File: config.mk
export PLATFORM = sky130hd
export DESIGN_NAME = branch_unit
export DESIGN_NICKNAME = d
export VERILOG_FILES = /design/src/rtl/branch_unit.sv
export SDC_FILE = /design/constraint.sdc
export NUM_CORES = 1
export LEC_CHECK = 0
export ABC_AREA = 1
export BUFFER_PORTS_ARGS = -buffer_cell sky130_fd_sc_hd__buf_2
export CAP_MARGIN = 20
export CORE_UTILIZATION = 55
export DETAILED_ROUTE_END_ITERATION = 8
export MAX_ROUTING_LAYER = met4
export PLACE_DENSITY = 0.8
export SLEW_MARGIN = 0
export SYNTH_ARGS = -nofsm -noshare
export SYNTH_HDL_FRONTEND = slang
export SYNTH_SLANG_ARGS = --single-unit
File: constraint.sdc
create_clock -name i_clk -period 2 [get_ports i_clk]
set_input_delay 0.3 -clock i_clk [delete_from_list [all_inputs] [get_ports i_clk]]
set_output_delay 0.3 -clock i_clk [all_outputs]
set_load 0.02 [all_outputs]
File: src/rtl/branch_unit.sv
// Branch condition resolution plus a PC-indexed table of 2-bit counters.
// Define BRANCH_UNIT_BYPASS_EN to forward same-index updates to predictions.
module branch_unit #(
  parameter int ADDR_WIDTH  = 16,
  parameter int BHT_ENTRIES = 16,
  parameter int PC_SHIFT    = 2,
  parameter int PERF_WIDTH  = 16
) (
  input  logic                  i_clk,
  input  logic                  i_rst_n,
  input  logic                  i_flush,
  input  logic                  i_pred_valid,
  input  logic [ADDR_WIDTH-1:0] i_pred_pc,
  output logic                  o_pred_valid,
  output logic                  o_pred_taken,
  input  logic                  i_res_valid,
  input  logic [ADDR_WIDTH-1:0] i_res_pc,
  input  logic [2:0]            i_res_type,
  input  logic                  i_flag_zero,
  input  logic                  i_flag_sign,
  input  logic                  i_flag_overflow,
  input  logic                  i_flag_carry,
  input  logic                  i_res_pred_taken,
  output logic                  o_res_valid,
  output logic                  o_res_taken,
  output logic                  o_mispredict,
  output logic [PERF_WIDTH-1:0] o_mispredict_count
);

  localparam int IDX_W = $clog2(BHT_ENTRIES);

  typedef enum logic [2:0] {
    BR_BEQ  = 3'd0,
    BR_BNE  = 3'd1,
    BR_BGE  = 3'd2,
    BR_BGEU = 3'd3,
    BR_BLT  = 3'd4,
    BR_BLTU = 3'd5,
    BR_BAL  = 3'd6,
    BR_RSV  = 3'd7
  } br_t;

  logic [1:0] bht_q [BHT_ENTRIES];
  logic [1:0] bht_d [BHT_ENTRIES];

  logic                  pred_valid_q, pred_valid_d;
  logic                  pred_taken_q, pred_taken_d;
  logic                  res_valid_q, res_valid_d;
  logic                  res_taken_q, res_taken_d;
  logic                  misp_q, misp_d;
  logic [PERF_WIDTH-1:0] cnt_q, cnt_d;

  logic [IDX_W-1:0] pidx;
  logic [IDX_W-1:0] ridx;
  logic             cond_taken;
  logic             cond_ok;
  logic             res_upd;
  logic             misp_now;
  logic [1:0]       ctr_cur;
  logic [1:0]       ctr_nxt;
  logic [1:0]       pred_ctr;
  logic             unused_pc;

  assign pidx = i_pred_pc[IDX_W+PC_SHIFT-1:PC_SHIFT];
  assign ridx = i_res_pc[IDX_W+PC_SHIFT-1:PC_SHIFT];
  assign unused_pc = ^{i_pred_pc, i_res_pc};

  always_comb begin
    cond_taken = 1'b0;
    cond_ok    = 1'b1;
    unique case (br_t'(i_res_type))
      BR_BEQ:  cond_taken = i_flag_zero;
      BR_BNE:  cond_taken = ~i_flag_zero;
      BR_BGE:  cond_taken = (i_flag_sign == i_flag_overflow);
      BR_BGEU: cond_taken = i_flag_carry;
      BR_BLT:  cond_taken = (i_flag_sign != i_flag_overflow);
      BR_BLTU: cond_taken = ~i_flag_carry;
      BR_BAL:  cond_taken = 1'b1;
      default: begin
        cond_taken = 1'b0;
        cond_ok    = 1'b0;
      end
    endcase
  end

  // Retired branches train the table even when flushed.
  assign res_upd  = i_res_valid & cond_ok;
  assign misp_now = cond_taken ^ i_res_pred_taken;
  assign ctr_cur  = bht_q[ridx];

  always_comb begin
    ctr_nxt = ctr_cur;
    if (cond_taken) begin
      if (ctr_cur != 2'b11) ctr_nxt = ctr_cur + 2'b01;
    end else begin
      if (ctr_cur != 2'b00) ctr_nxt = ctr_cur - 2'b01;
    end
  end

  always_comb begin
    bht_d = bht_q;
    if (res_upd) bht_d[ridx] = ctr_nxt;
  end

  always_comb begin
    pred_ctr = bht_q[pidx];
`ifdef BRANCH_UNIT_BYPASS_EN
    if (res_upd && (ridx == pidx)) pred_ctr = ctr_nxt;
`endif
  end

  always_comb begin
    pred_valid_d = i_pred_valid & ~i_flush;
    pred_taken_d = pred_valid_d ? pred_ctr[1] : pred_taken_q;
    res_valid_d  = i_res_valid & ~i_flush;
    res_taken_d  = res_valid_d ? cond_taken : res_taken_q;
    misp_d       = res_valid_d ? misp_now : misp_q;
    cnt_d        = cnt_q;
    if (res_upd && misp_now && (cnt_q != {PERF_WIDTH{1'b1}}))
      cnt_d = cnt_q + PERF_WIDTH'(1);
  end

  always_ff @(posedge i_clk or negedge i_rst_n) begin
    if (!i_rst_n) begin
      for (int i = 0; i < BHT_ENTRIES; i++) bht_q[i] <= 2'b01;
      pred_valid_q <= 1'b0;
      pred_taken_q <= 1'b0;
      res_valid_q  <= 1'b0;
      res_taken_q  <= 1'b0;
      misp_q       <= 1'b0;
      cnt_q        <= '0;
    end else begin
      for (int i = 0; i < BHT_ENTRIES; i++) bht_q[i] <= bht_d[i];
      pred_valid_q <= pred_valid_d;
      pred_taken_q <= pred_taken_d;
      res_valid_q  <= res_valid_d;
      res_taken_q  <= res_taken_d;
      misp_q       <= misp_d;
      cnt_q        <= cnt_d;
    end
  end

  assign o_pred_valid       = pred_valid_q;
  assign o_pred_taken       = pred_taken_q;
  assign o_res_valid        = res_valid_q;
  assign o_res_taken        = res_taken_q;
  assign o_mispredict       = misp_q;
  assign o_mispredict_count = cnt_q;

endmodule
# Word level (Yosys, flattened, before mapping)
# Index checks and enable logic that the tools add are counted.
classes:
  bitwise: 9
  n_addsub: 3
  muxes: 14
  eq_ne: 10
  n_reduce_logical: 6
  magnitude_cmp: 3
op_table:
  columns: ["op", "n"]
  rows:
  - ["32-bit bitwise mux", 1]
  - ["16-bit by 1-bit adder with 16-bit output (second input constant)", 1]
  - ["2-bit binary-select mux with 4-bit select", 2]
  - ["2-bit two-way mux", 8]
  - ["16-bit != test (second input constant)", 1]
  - ["5-bit greater-or-equal comparator (second input constant)", 2]
  - ["4-bit inverter with 5-bit output", 2]
  - ["3-bit == test (second input constant)", 3]
  - ["2-bit demux with 4-bit select", 1]
  - ["1-bit one-hot mux with 7 select lines", 1]
  - ["7-bit OR reduction", 1]
  - ["3-bit by 2-bit == test with 1-bit output (second input constant)", 2]
  - ["5-bit by 1-bit less-than comparator with 1-bit output (second input constant)", 1]
  - ["1-bit AND", 3]
  - ["3-bit by 1-bit == test with 1-bit output (second input constant)", 1]
  - ["1-bit logical AND", 3]
  - ["3-bit logical NOT", 1]
  - ["1-bit inverter", 3]
  - ["2-bit by 1-bit adder with 2-bit output (second input constant)", 1]
  - ["2-bit != test (second input constant)", 1]
  - ["2-bit nonzero test", 1]
  - ["2-bit by 1-bit subtractor with 2-bit output (second input constant)", 1]
  - ["1-bit == test", 1]
  - ["1-bit two-way mux", 1]
  - ["other kinds (2)", 2]
word_totals:
  out_inout_bits: 21
  word_cells: 67
  ff_bits: 53

# Longest topological paths before layout
depth:
  ltp_word: 8
  mapped_depth: 15
  ltp_nobuf: 13

# Least setup slack after synthesis
# Ideal clock, no wire load.
synth_path:
  path_type: "reg2reg"
  start: "reg cnt_q[7] (netlist: o_mispredict_count[7])"
  end: "reg cnt_q[13] (netlist: o_mispredict_count[13])"
  path_stages_with_launch: 7
  synth_period_minus_slack_ns: 1.677
  slack_ns: 0.323
  arrival_ns: 1.559
  cell_sequence: "dfrtp_1 -> inv_1 -> nor3_1 -> nand4_1 -> clkbuf_1 -> nand4_1 -> nand2_1"
synth_between:
  elab_chain_cells: 2
  elab_cells_between_ends: 3
synth_lines:
  columns: ["element", "line", "rtl"]
  rows:
  - ["start: declaration", "51", "logic [PERF_WIDTH-1:0] cnt_q, cnt_d;"]
  - ["start signal: assignment", "139", "cnt_q <= cnt_d;"]
  - ["branches (longest 2 deep; another with 16-bit by 1-bit adder with 16-bit output)", null, null]
# Several ways; the timed one is not identified.
# A chain may end at the register's enable or synchronous reset.

# Worst setup path in the final report
layout_path:
  start: "reg cnt_q[6] (netlist: o_mispredict_count[6])"
  end: "reg cnt_q[10] (netlist: o_mispredict_count[10])"
# Same word-level chain as after synthesis.

==> results.txt <==
----------------------------------------------------
[Worst hold path]
  Hold path startpoint ... i_pred_valid
  Sink of the worst hold path ... o_pred_valid$_DFF_PN0_
  Hold/Removal Path Class ... in2reg
  Worst hold path cell count ... 3

[Global route]
  Gr usage total ... about 28%
  Number of global-route vias before repair ... between 2,000 and 3,000
  Overflow after GRT ... 0
  Number of antenna violations at the first check in global routing ... 0
  Wire length of the first global-routing pass ... 13,300 microns
  Largest net degree at the start of global routing ... 31

[Detailed routing]
  Number of nets still failing antenna checks after routing ... 0
  DRC violations left ... 0
  Drt initial violations ... roughly 340
  Wire length per cell ... approximately 13 microns
  Detailed-router iteration count before antenna repair ... 5
  Vias after detailed routing ... around 3,200
  Wire length after detailed routing ... between 7000 and 8000 microns
  Number of vias per cell ... about 5.4

[Setup path]
  Startpoint Class ... register
  Critical Path RT ... roughly 2.3 ns
  Flop2flop setup slack ... 0.30 ns
  Crit Reg-Reg Endpoint ... o_mispredict_count[10]$_DFFE_PN0P_
  Length in cells of the worst reg-to-reg path ... 6
  Critical path class ... reg2reg
  Kind of end point of the critical path ... register
  Worst endpoint data arrival time ... around 2 ns
  Worst r2r src ... o_mispredict_count[6]$_DFFE_PN0P_
  CP Max Fanout ... 16

[Floorplanning]
  Initial cell density of the core ... between 50% and 60%
  Die Footprint ... between 6000 and 7000 sq um
  Count of standard-cell rows ... 27
  Width of the die ... 78.8 microns
  I/O pin total ... 66
  Core Box Area ... 5610 sq um
  Floorplan die height ... 78.8 microns

[STA]
  Unrepaired setup endpoints after global routing ... false
  Transition time at the pin with the least slew margin ... 0.560 ns
  Aggregate negative setup slack ... 0 ns
  Clock tree skew after final layout ... 0.00886 ns
  Worst slew margin relative to its limit ... roughly 63%
  Ratio of final minimum period to clock period ... a little over four fifths
  Final Worst Setup Slack ... around 0.30 ns
  Final Slew Violations ... 0
  Top achievable clock speed ... 0.588 GHz
  Tmin final ... ~1.7 ns
  Setup-failing EPs final ... 0
  Final number of hold-violating endpoints ... 0

[Power]
  Total power ... ~0.0028 W
  Maximum VDD drop ... approximately 520 uV
  Ratio of total power to cell area ... 780 nW/um^2
  Static power due to leakage ... roughly 2 nW

[Clocking]
  Total CTS buffers ... 5
  CTS sink cnt ... 53
  Clock latency on the worst-skew pair ... slightly above 0.3 ns
  Clock tree root buffer cell ... sky130_fd_sc_hd__clkbuf_8
  Post-CTS Setup Repair Bufs ... 0
  CTS H-Tree Depth ... 2
  Clock-pin slew reported for the worst setup and hold paths after clock tree synthesis ... 0.10 ns
  Worst-case clock buffer depth ... 2
  Post-CTS Hold Fix Bufs ... 1
  Count of cells resized by post-cts repair ... 0
  TritonCTS clock tree ... done

[Place]
  Final weighted congestion in routability-driven placement ... 0.911
  Minimum setup slack after placement ... roughly 0.052 ns
  PortBufs ... 41
  Post-DP HPWL ... 5710 microns
  Total instance count after detailed placement ... 583

[Final layout]
  Number of standard cells in the final layout excluding fillers ... a little under 600
  Area Growth Syn to Fin ... 11.6%
  Fraction of layout instances using a drive strength above 1 ... about 16%
  Post-Route Utilization ... between 60 and 70%
  Count of inserted antenna diode cells ... 0
  Number of nets in the layout ... approximately 570

[Synth]
  Primary flip-flop cell chosen by synthesis mapping ... sky130_fd_sc_hd__dfrtp_1
  Gate Count Post-Synth ... about 480
  Post-synthesis sequential area ratio ... about two fifths
  Synthesis warning total ... 0
  Number of enable-type register cells in the synthesized netlist ... 0
  Fraction of synthesis flops using an asynchronous set or reset pin ... 100%
  Syn Nets ... roughly 520
  Post-synth cell types ... 30
  Register bit total from synthesis ... 53
  Total standard cell area after synthesis ... roughly 3200 sq um
  Average instance area after synthesis ... 6.83 sq um

[Outcome]
  Run status ... finished clean

[Job]
  Max cap viols ... 0

----------------------------------------------------
## worst max-delay path by stage
stage,start,to,slack [ns]
2_1_floorplan,o_mispredict_count[7]$_DFFE_PN0P_,o_mispredict_count[13]$_DFFE_PN0P_,0.32
3_3_place_gp,i_res_pc[3],bht_q[17]$_DFFE_PN0P_,0.12
3_5_place_dp,i_res_pc[3],bht_q[31]$_DFFE_PN0P_,0.05
4_1_cts,o_mispredict_count[0]$_DFFE_PN0P_,o_mispredict_count[10]$_DFFE_PN0P_,0.34
5_1_grt,o_mispredict_count[8]$_DFFE_PN0P_,o_mispredict_count[10]$_DFFE_PN0P_,0.18
6_report,o_mispredict_count[6]$_DFFE_PN0P_,o_mispredict_count[10]$_DFFE_PN0P_,0.30
## per-stage QoR
stage,instance area [sq um],hold WS (ns)
after floorplan,3250,0.00441
after global placement,3530,0.323
after detailed placement,3530,0.321
after CTS,3620,0.227
after global routing,3620,0.246
final,3620,0.230
## metal layers
layer,GRT usage [%],part of all wire [%],up-vias
met5,-,0,-
met4,9.64,1.1,0
met3,5.40,7.8,10
met2,43.0,46,141
met1,36.7,45,1462
li1,-,-,1569
## synthesized netlist by cell type, drive strengths merged, types with 3 or more instances
| master | count | area (sq um) |
|---|---|---|
| nand3 | 27 | 140 |
| o221ai | 4 | 35.0 |
| nor2 | 50 | 198 |
| dfrtp | 37 | 926 |
| xnor2 | 8 | 70.1 |
| xor2 | 6 | 52.6 |
| nand2 | 225 | 875 |
| buf | 9 | 67.6 |
| inv | 47 | 176 |
| o21ai | 10 | 61.3 |
| nor3 | 3 | 15.0 |
| clkbuf | 3 | 11.3 |
| o21bai | 4 | 30.0 |
| nand4 | 21 | 131 |
| dfstp | 16 | 420 |
## sequential cells by signal (all words and copies together), names as in the netlist
register	flops
o_pred_valid	1
o_res_taken	1
bht_q	32
o_mispredict_count	16
o_res_valid	1
o_mispredict	1
o_pred_taken	1
## critical path, cell delays in order, from the launching register on
cell                      delay, ns
sky130_fd_sc_hd__dfrtp_1       0.42
sky130_fd_sc_hd__inv_1         0.10
sky130_fd_sc_hd__nor3_1        0.36
sky130_fd_sc_hd__nand4_1       0.27
sky130_fd_sc_hd__nand3_2       0.33
sky130_fd_sc_hd__nand2_1       0.10
sky130_fd_sc_hd__nand2_1       0.08
## cells in the final DEF, fill, tap and decap left out
cell,Yosys,layout
sky130_fd_sc_hd__o21ai_1,2,2
sky130_fd_sc_hd__o21bai_1,4,4
sky130_fd_sc_hd__ha_1,1,1
sky130_fd_sc_hd__a31oi_1,1,1
sky130_fd_sc_hd__inv_2,3,3
sky130_fd_sc_hd__nand3_1,26,26
sky130_fd_sc_hd__xor2_1,6,6
sky130_fd_sc_hd__o21ai_0,7,7
sky130_fd_sc_hd__nor2_2,1,1
sky130_fd_sc_hd__buf_12,0,1
sky130_fd_sc_hd__dfstp_2,16,16
sky130_fd_sc_hd__buf_4,2,6
sky130_fd_sc_hd__nor2_1,48,48
sky130_fd_sc_hd__nand3b_1,1,1
sky130_fd_sc_hd__nand2_2,6,6
sky130_fd_sc_hd__nand4_1,21,21
sky130_fd_sc_hd__dfrtp_1,37,37
sky130_fd_sc_hd__dlygate4sd3_1,0,1
sky130_fd_sc_hd__o21ai_4,1,1
sky130_fd_sc_hd__a21oi_1,2,2
sky130_fd_sc_hd__nand2_1,217,217
sky130_fd_sc_hd__nor2_4,1,1
sky130_fd_sc_hd__nand3_2,1,1
sky130_fd_sc_hd__xnor2_1,8,8
sky130_fd_sc_hd__nor3_1,3,3
sky130_fd_sc_hd__buf_2,3,41
sky130_fd_sc_hd__o221ai_1,4,4
sky130_fd_sc_hd__inv_1,44,44
sky130_fd_sc_hd__clkinvlp_4,0,1
sky130_fd_sc_hd__clkbuf_1,3,2
sky130_fd_sc_hd__clkbuf_8,0,5
sky130_fd_sc_hd__nand2_4,2,2
## kinds of logic (layout without fill, tap and decap cells)
family,Yosys count,after routing,share of synthesized area (%)
AND/OR/NAND/NOR,327,327,42.1
flip-flops,53,53,41.5
adder cells (fa/ha/maj),1,1,0.385
buffers and inverters,59,104,7.86
XOR/XNOR,14,14,3.78
AO/OA/AOI/OAI,21,21,4.39
## area by class of cell
| class | instances | area (sq um) |
|---|---|---|
| timing repair buffer | 49 | 280 |
| inverter | 47 | 176 |
| fill | 533 | 1990 |
| clock buffer | 7 | 76.3 |
| tap | 72 | 90.1 |
| multi-input combinational | 363 | 1640 |
| sequential | 53 | 1350 |
| clock inverter | 1 | 7.51 |
## power breakdown
part / switching, W / internal [W] / total, W
clock network: 0.000354 / 0.000249 / 0.000603
logic: 0.000502 / 0.000261 / 0.000763
registers: 0.000152 / 0.00131 / 0.00146
total: 0.00101 / 0.00182 / 0.00282
No activity file was read; power rests on OpenSTA's default activity.
